$ cat config.mk
export PLATFORM = sky130hd
export DESIGN_NAME = rf_wb_arbiter
export DESIGN_NICKNAME = d
export VERILOG_FILES = /design/src/rtl/rf_wb_arbiter.sv
export SDC_FILE = /design/constraint.sdc
export NUM_CORES = 1
export LEC_CHECK = 0
export ABC_AREA = 1
export BUFFER_PORTS_ARGS = -buffer_cell sky130_fd_sc_hd__buf_2
export CELL_PAD_IN_SITES_DETAIL_PLACEMENT = 0
export CELL_PAD_IN_SITES_GLOBAL_PLACEMENT = 2
export CORE_ASPECT_RATIO = 0.6
export CORE_UTILIZATION = 28
export CTS_BUF_LIST = sky130_fd_sc_hd__clkbuf_16
export CTS_CLUSTER_SIZE = 28
export DETAILED_ROUTE_END_ITERATION = 8
export MAX_ROUTING_LAYER = met4
export PLACE_DENSITY_LB_ADDON = 0.1
export SETUP_SLACK_MARGIN = 0.1
export SYNTH_ARGS = -nofsm -noshare
export SYNTH_HDL_FRONTEND = slang
export SYNTH_SLANG_ARGS = --single-unit
$ cat constraint.sdc
create_clock -name clk -period 2 [get_ports clk]
set_input_delay 0.4 -clock clk [delete_from_list [all_inputs] [get_ports clk]]
set_output_delay 0.4 -clock clk [all_outputs]
set_load 0.005 [all_outputs]
$ cat src/rtl/rf_wb_arbiter.sv
// rtl/rf_wb_arbiter.sv - register-file write-port arbiter with long-latency result buffer
//
// Purpose:
//   Shares the single RF write port between the in-order pipeline write-back
//   path (always wins) and a long-latency result source. Long-latency results
//   are queued in a DEPTH-entry FIFO and drained into free write-back slots.
//   Also provides a starvation stall request and an ID-stage RAW hazard flag.
//
// Ports:
//   clk, reset            clock, synchronous active-high reset
//   wb_en_i/rd_i/data_i   pipeline write-back request
//   lu_valid_i/rd_i/data_i, lu_ready_o   long-latency result push handshake
//   rs1_idx_i, rs2_idx_i  ID-stage source indices
//   hazard_o              a live buffered entry targets a nonzero rs1/rs2
//   stall_req_o           upstream bubble request so the buffer can drain
//   reg_write_en_o, rd_idx_o, write_back_data_o   RF write port

module rf_wb_arbiter #(
  parameter int DEPTH      = 2,
  parameter int STARVE_MAX = 4
) (
  input  logic        clk,
  input  logic        reset,
  input  logic        wb_en_i,
  input  logic [4:0]  wb_rd_i,
  input  logic [31:0] wb_data_i,
  input  logic        lu_valid_i,
  input  logic [4:0]  lu_rd_i,
  input  logic [31:0] lu_data_i,
  output logic        lu_ready_o,
  input  logic [4:0]  rs1_idx_i,
  input  logic [4:0]  rs2_idx_i,
  output logic        hazard_o,
  output logic        stall_req_o,
  output logic        reg_write_en_o,
  output logic [4:0]  rd_idx_o,
  output logic [31:0] write_back_data_o
);

  localparam int         AW         = $clog2(DEPTH);
  localparam int         PW         = AW + 1;
  localparam logic [3:0] STARVE_LIM = 4'(STARVE_MAX);

  logic [PW-1:0]    wr_ptr_q, wr_ptr_d;
  logic [PW-1:0]    rd_ptr_q, rd_ptr_d;
  logic [DEPTH-1:0] live_q, live_d;
  logic [3:0]       starve_q, starve_d;
  logic [4:0]       rd_q   [DEPTH];
  logic [31:0]      data_q [DEPTH];

  logic [AW-1:0] wr_idx;
  logic [AW-1:0] head_idx;
  logic          empty;
  logic          full;
  logic          busy;
  logic          head_live;
  logic          push;
  logic          pop;
  logic          push_live;
  logic          hazard_raw;

  assign wr_idx   = wr_ptr_q[AW-1:0];
  assign head_idx = rd_ptr_q[AW-1:0];
  assign empty    = (wr_ptr_q == rd_ptr_q);
  assign full     = (wr_ptr_q[AW] != rd_ptr_q[AW]) && (wr_idx == head_idx);

  // A write to x0 is not a real write, so it leaves the slot free.
  assign busy      = wb_en_i && (wb_rd_i != 5'd0);
  assign head_live = !empty && live_q[head_idx];

  // A dead head is discarded immediately, whether or not the slot is busy,
  // so it never blocks a live entry behind it for longer than one cycle.
  assign pop  = !empty && (!live_q[head_idx] || !busy);
  assign push = lu_valid_i && !full;

  // The concurrent pipeline write is younger than any long-latency result,
  // so a same-cycle push to the same register is dead on arrival.
  assign push_live = (lu_rd_i != 5'd0) && !(busy && (lu_rd_i == wb_rd_i));

  always_comb begin
    hazard_raw = 1'b0;
    for (int i = 0; i < DEPTH; i++) begin
      if (live_q[i] &&
          (((rd_q[i] == rs1_idx_i) && (rs1_idx_i != 5'd0)) ||
           ((rd_q[i] == rs2_idx_i) && (rs2_idx_i != 5'd0)))) begin
        hazard_raw = 1'b1;
      end
    end
  end

  always_comb begin
    wr_ptr_d = wr_ptr_q;
    rd_ptr_d = rd_ptr_q;
    live_d   = live_q;
    starve_d = 4'd0;

    // WAW kill of every buffered entry overwritten by the pipeline this cycle.
    for (int i = 0; i < DEPTH; i++) begin
      if (busy && (rd_q[i] == wb_rd_i)) begin
        live_d[i] = 1'b0;
      end
    end

    // Popped slots lose their live bit so the hazard scan only sees stored entries.
    if (pop) begin
      live_d[head_idx] = 1'b0;
      rd_ptr_d         = rd_ptr_q + PW'(1);
    end

    // The push slot is never occupied when not full, so it cannot collide with the pop slot.
    if (push) begin
      live_d[wr_idx] = push_live;
      wr_ptr_d       = wr_ptr_q + PW'(1);
    end

    if (head_live && busy) begin
      starve_d = (starve_q == STARVE_LIM) ? starve_q : starve_q + 4'd1;
    end
  end

  always_ff @(posedge clk) begin
    if (reset) begin
      wr_ptr_q <= '0;
      rd_ptr_q <= '0;
      live_q   <= '0;
      starve_q <= 4'd0;
    end else begin
      wr_ptr_q <= wr_ptr_d;
      rd_ptr_q <= rd_ptr_d;
      live_q   <= live_d;
      starve_q <= starve_d;
    end
  end

  // Payload storage needs no reset: the live bits gate every use of it.
  always_ff @(posedge clk) begin
    if (push) begin
      rd_q[wr_idx]   <= lu_rd_i;
      data_q[wr_idx] <= lu_data_i;
    end
  end

  always_comb begin
    reg_write_en_o    = 1'b0;
    rd_idx_o          = 5'd0;
    write_back_data_o = 32'd0;
    if (!reset) begin
      if (busy) begin
        reg_write_en_o    = 1'b1;
        rd_idx_o          = wb_rd_i;
        write_back_data_o = wb_data_i;
      end else if (head_live) begin
        reg_write_en_o    = 1'b1;
        rd_idx_o          = rd_q[head_idx];
        write_back_data_o = data_q[head_idx];
      end
    end
  end

  assign lu_ready_o  = !reset && !full;
  assign hazard_o    = !reset && hazard_raw;
  assign stall_req_o = !reset && (starve_q == STARVE_LIM);

endmodule

==> out/qor.txt, run 1 <==
Status -> finished, violations left
Failing checks -> negative setup slack
Worst EP required -> 1.60 ns
DR DRC count -> 0
Grt ovf -> 0
Vias -> 3,382
Relative slew slack -> 78.30%
Pwr dens -> 1005 nW/um2
Period utilisation layout -> 104.9%
Pwr Total -> 6.054 mW
Maximum VDD drop -> 451.8 uV
Final Instance Count excl. Fillers -> 779
Layout area overhead -> 44.20%
Synth cell types -> 28
Top cell type's share of synthesized area -> 53.19%
Root Buffer -> clkbuf_16
Post-synthesis sequential area ratio -> 58.46%
Total GRT Usage -> 15.97%
Period minus WS final -> 2.098 ns
Max Slew Vio Count -> 0
Vias in the first global route -> 3,258
CTS tree -> yes
Final Util -> 41.53%
DRT antenna net count -> 0
IO Pins -> 129
Skew final -> 0.008719 ns
DR iter-0 viols -> 156
Slew @ Worst Pin -> 0.3251 ns
Hold Slack -> 0.2470 ns
Area leader, netlist -> edfxtp_1
Static Leak -> 2.584 nW
Num CTS Buffers -> 9
Hold crit path type -> input pin to flip-flop
RSZ-0062 raised after global routing -> true
Pre-antenna DRT Iters -> 4
Antenna violations before repair -> 0
Cell total after placement -> 728
Critical Path AT -> 1.70 ns
Post-synthesis cell count -> 393
Top cells by area, synth -> edfxtp_1, nand2_1, mux2i_1
WL final -> 11,620 um
Achievable frequency -> 476.7 MHz
First-pass GRT wire length -> 18,060 um
Final setup fails -> 38
Vias per Instance -> 4.341
Routed len/inst -> 14.91 um
Worst-Skew Late Latency -> 0.34 ns
Final Hold Vio Count -> 0
Max clock buf depth -> 2
Largest net degree at the start of global routing -> 22
Die Area -> 15,430 um2
Post-synthesis register bit count -> 85
Critical Path Fanout Max -> 14
Nets -> 664
Max_cap viols -> 0
Syn Nets -> 483
Filler cell count -> 1,443
Die width -> 159.7 um
Layout cell share with drive strength beyond 1 -> 45.42%
Avg Synthesized Cell Area -> 10.63 um2
RD Place Congestion -> 0.7905
Core box area -> 14,510 um2
Clk slew on worst S/H paths -> 0.07 ns
Warnings, synthesis -> 0
Die Ht -> 96.62 um
Cell area after layout -> 6025 um2
Clk sinks -> 85
Setup CP Type -> flip-flop to output port
Fin worst setup slack -> -0.09792 ns
Synthesized area -> 4178 um2
Cell Area, Placed -> 5280 um2
Startpoint types -> flip-flop
CTS HTree Levels -> 3
CP Capture Type -> output port
Initial Utilization -> 28.80%
# rows -> 34
Port Buf Inserts -> 128
Post-detail-place hpwl -> 8584 um
==> area by class of cell <==
| class | instances | area (um2) | area share (%) |
|---|---|---|---|
| antenna | 2 | 5.005 | 0.08307 |
| tap | 198 | 247.7 | 4.112 |
| sequential | 85 | 2452 | 40.71 |
| clock inverter | 7 | 81.33 | 1.350 |
| clock buffer | 9 | 225.2 | 3.738 |
| timing repair buffer | 183 | 1177 | 19.54 |
| inverter | 25 | 100.1 | 1.661 |
| multi-input combinational | 270 | 1735 | 28.81 |
==> logic make-up after synthesis <==
family          Yosys count  share of synthesized area (%)
compound gates           54                          7.128
flops                    85                          58.46
buf+inv                  38                          3.893
xor+xnor                 31                          6.499
mux                      36                          8.895
fa+ha+maj                 2                         0.5989
simple gates            147                          14.53
==> power breakdown <==
part	internal [mW]	switching (mW)	total, mW
clock	0.990	0.717	1.71
sequential	2.23	0.146	2.38
combinational	0.962	1.01	1.97
==> worst paths after layout <==
path	start	to	slack, ns	depth (start not counted)
worst max-delay path	rd_ptr_q[1]$_SDFFE_PP0N_	rd_idx_o[4]	-0.1	9
worst min-delay path	lu_data_i[10]	data_q[0][10]$_DFFE_PP_	0.25	1
worst max register to register	rd_ptr_q[0]$_SDFFE_PP0N_	rd_ptr_q[1]$_SDFFE_PP0N_	0.02	15
worst min register to register	wr_ptr_q[1]$_SDFFE_PP0P_	wr_ptr_q[1]$_SDFFE_PP0P_	0.47	2
==> Yosys cell counts, drive strengths merged <==
cell type  number
a211oi          1
a21boi          1
a21oi          13
a22oi           1
buf            10
clkbuf          3
dfxtp          11
edfxtp         74
ha              2
inv            25
mux2            9
mux2i          27
nand2          99
nand3          16
nand3b          2
nor2           28
nor3            2
o21ai          35
o22ai           3
xnor2          16
xor2           15
==> sequential cells by signal, indices dropped and copies added, names as in the netlist, named ones only <==
signal	flops
starve_q	4
rd_q	10
data_q	64
rd_ptr_q	2
wr_ptr_q	2
live_q	2
==> routing by layer <==
layer / vias up / wire, um / GRT usage (%) / part of all wire (%)
met4: 0 / 77 / 3.772 / 0.66
met5: - / 0 / - / 0
met1: 1558 / 6236 / 24.17 / 54
li1: 1719 / - / - / -
met3: 8 / 757 / 4.803 / 6.5
met2: 97 / 4547 / 20.19 / 39
==> critical path, stage by stage, from the launching register on <==
cell	delay [ns]
dfxtp_1	0.32
inv_2	0.06
nand2_1	0.06
nand2_2	0.08
inv_2	0.05
a21boi_4	0.22
nand3_4	0.12
buf_12	0.18
a22oi_2	0.13
buf_2	0.14
==> through the flow <==
| stage | setup TNS, ns | worst slack (ns) |
|---|---|---|
| 4_1_cts | -2.844 | -0.1155 |
| 5_1_grt | -5.783 | -0.1760 |
| 2_1_floorplan | 0 | 0.1099 |
| 3_5_place_dp | -0.8641 | -0.1433 |
| 6_report | -2.399 | -0.09792 |
| 3_3_place_gp | -0.4908 | -0.1117 |
==> timing repair <==
action,CTS,global route
cloned,1,0
hold buffers,0,0
setup endpoints to repair,39,78
resized for setup,38,28
setup buffers,22,10
hold endpoints to repair,0,0
pin swaps,5,11
==> layout by cell type, fill, tap and decap left out, types with 2 or more instances in the layout <==
cell       synthesis  final
nand3_4            1      2
edfxtp_1          74     74
xor2_1            15     15
inv_1             23     18
diode_2            0      2
inv_6              0      3
nor3_1             2      2
xnor2_1           16     15
ha_1               2      2
nor2_1            27     26
dfxtp_1           11      7
dfxtp_4            0      2
nand3b_1           2      2
dfxtp_2            0      2
o21ai_2            0     13
mux2_2             9      9
mux2i_1           27     27
nand2_4            0      3
nand2_2            2     16
a21oi_1           13     12
nand3_2            0      2
buf_2              8    128
clkbuf_16          0      9
buf_12             0      9
inv_2              2      5
nand3_1           15     12
o22ai_2            0      2
buf_6              0      3
buf_4              2     43
o21ai_1           25     21
nand2_1           97     80
Power figures use the tool's default switching activity.
==> inputs of run 2 (changes only) <==
--- a/config.mk
+++ b/config.mk
@@ -16,7 +16,6 @@
 export DETAILED_ROUTE_END_ITERATION = 8
 export MAX_ROUTING_LAYER = met4
 export PLACE_DENSITY_LB_ADDON = 0.1
-export SETUP_SLACK_MARGIN = 0.1
 export SYNTH_ARGS = -nofsm -noshare
 export SYNTH_HDL_FRONTEND = slang
 export SYNTH_SLANG_ARGS = --single-unit
==> out/qor.txt, run 2 (synthesis gave the netlist of run 1 again) <==
Vias in the first global route -> 3,127
Vias per Instance -> 4.375
Core box area -> 14,510 um2
Period utilisation layout -> 107.8%
Nets -> 646
Num CTS Buffers -> 9
Multi-input combinational cell area -> 1730 um2
Pre-antenna DRT Iters -> 4
CP peak stage delay -> 0.37 ns
CP max stage cell -> dfxtp_4
Worst path top cell family by delay -> buffers and inverters
Critical Path AT -> 1.76 ns
RSZ-0062 raised after global routing -> true
Status -> finished, violations left
CTS tree -> yes
Period minus WS final -> 2.156 ns
Setup CP Type -> flip-flop to output port
Layout cell share with drive strength beyond 1 -> 43.32%
CTS HTree Levels -> 3
Setup tns final -> -4.389 ns
Max_cap viols -> 0
Clk sinks -> 85
Routed len/inst -> 14.85 um
Static Leak -> 2.482 nW
Hold Slack -> 0.2494 ns
DR iter-0 viols -> 147
Hold buffer count at cts -> 0
Total GRT Usage -> 15.20%
Startpoint types -> flip-flop
Skew final -> 0.006958 ns
Vias -> 3,325
Die Ht -> 96.62 um
Flip-flop count of the largest register after layout -> 64
Final Instance Count excl. Fillers -> 760
Crit-path cells -> inv_4 -> nand2_2 -> nand2_2 -> a21boi_4 -> nand3_4 -> clkbuf_16 -> o21ai_1 -> buf_2
Pwr Total -> 5.794 mW
Highest-count cells in the layout ignoring fill and taps -> buf_2, nand2_1, edfxtp_1, mux2i_1, buf_4
Maximum VDD drop -> 545.7 uV
Max Slew Vio Count -> 0
Max clock buf depth -> 2
CP Capture Type -> output port
Root Buffer -> clkbuf_16
Antenna violations before repair -> 1
Initial Utilization -> 28.80%
RD Place Congestion -> 0.7803
DRT antenna net count -> 0
Achievable frequency -> 463.9 MHz
Hold crit path type -> input pin to flip-flop
Regs by FF count -> data_q: 64 flops, rd_q: 10 flops, starve_q: 4 flops
Cell mode on critical path -> nand2_2
Die Area -> 15,430 um2
IO Pins -> 129
Largest net degree at the start of global routing -> 33
Pwr dens -> 986.9 nW/um2
WL final -> 11,280 um
Cell total after placement -> 725
Slew @ Worst Pin -> 0.3064 ns
Port Buf Inserts -> 128
Worst EP required -> 1.60 ns
Final setup fails -> 38
# rows -> 34
CP bufs+invs -> 3
Relative slew slack -> 78.99%
Grt ovf -> 0
Layout area overhead -> 40.52%
Register area -> 2449 um2
Failing checks -> negative setup slack
Critical Path Fanout Max -> 6
First-pass GRT wire length -> 17,220 um
Die width -> 159.7 um
Most common cell after layout, fill and taps aside -> buf_2
Clk slew on worst S/H paths -> 0.07 ns
Largest Register -> data_q
Worst-Skew Late Latency -> 0.33 ns
DR DRC count -> 0
Filler cell count -> 1,463
Post-detail-place hpwl -> 8206 um
Fin worst setup slack -> -0.1556 ns
Final Hold Vio Count -> 0
-- run 2: cell count changes in the layout (fill, tap and decap cells not counted), moves of 3 or more --
cell and change:
clkinv_1 +3, nand2_2 -10, buf_4 -16, nand2_1 +11, o21ai_2 +11, o21ai_1 -11
-- run 2: per-stage QoR --
step	area, um2	utilization [%]	setup slack, ns
5_1_grt	5871	40.47	-0.2416
3_3_place_gp	5229	36.04	0.005993
6_report	5871	40.47	-0.1556
4_1_cts	5742	39.58	-0.1144
2_1_floorplan	4178	-	0.05445
3_5_place_dp	5229	36.04	-0.04868
-- run 2: routing by layer --
layer | vias to the layer above | global-route usage, % | wire length, um
met2 | 98 | 20.29 | 4540
met4 | 0 | 3.550 | 86
met3 | 9 | 4.074 | 693
li1 | 1678 | - | -
met5 | - | - | 0
met1 | 1540 | 22.47 | 5963
-- run 2: final timing paths --
| path | cells past startpoint | to | start | slack [ns] |
|---|---|---|---|---|
| max | 8 | write_back_data_o[16] | rd_ptr_q[0]$_SDFFE_PP0N_ | -0.16 |
| min | 1 | data_q[0][5]$_DFFE_PP_ | lu_data_i[5] | 0.25 |
| max reg2reg | 14 | rd_ptr_q[1]$_SDFFE_PP0N_ | rd_ptr_q[0]$_SDFFE_PP0N_ | 0.08 |
| min reg2reg | 2 | wr_ptr_q[1]$_SDFFE_PP0P_ | wr_ptr_q[1]$_SDFFE_PP0P_ | 0.47 |
-- run 2: cell type report --
class | count | share of cell area [%]
flip-flops and latches | 85 | 41.71
multi-input cells | 270 | 29.48
repair buffers | 165 | 17.80
well taps | 198 | 4.220
clock buffers | 9 | 3.836
inverters | 25 | 1.641
clock inverters | 7 | 1.279
diodes | 1 | 0.04263
-- run 2: what timing repair did --
| action | in CTS | in global routing |
|---|---|---|
| setup endpoints to repair | 39 | 43 |
| gates cloned | 0 | 2 |
| gates resized for setup | 44 | 16 |
| pin swaps | 9 | 3 |
| buffers inserted | 14 | 3 |
-- run 2: power breakdown --
part	total, mW	leakage [nW]	internal, mW	switching [mW]
sequential	2.35	0.783	2.22	0.123
combinational	1.78	1.56	0.818	0.962
clock	1.67	0.140	0.972	0.693
-- run 2: worst reg2reg max path: cells and delay by family (launching register included) --
kind | cells | cell delay [ns]
flops | 1 | 0.39
simple gates | 4 | 0.33
buf+inv | 8 | 0.92
compound gates | 2 | 0.18
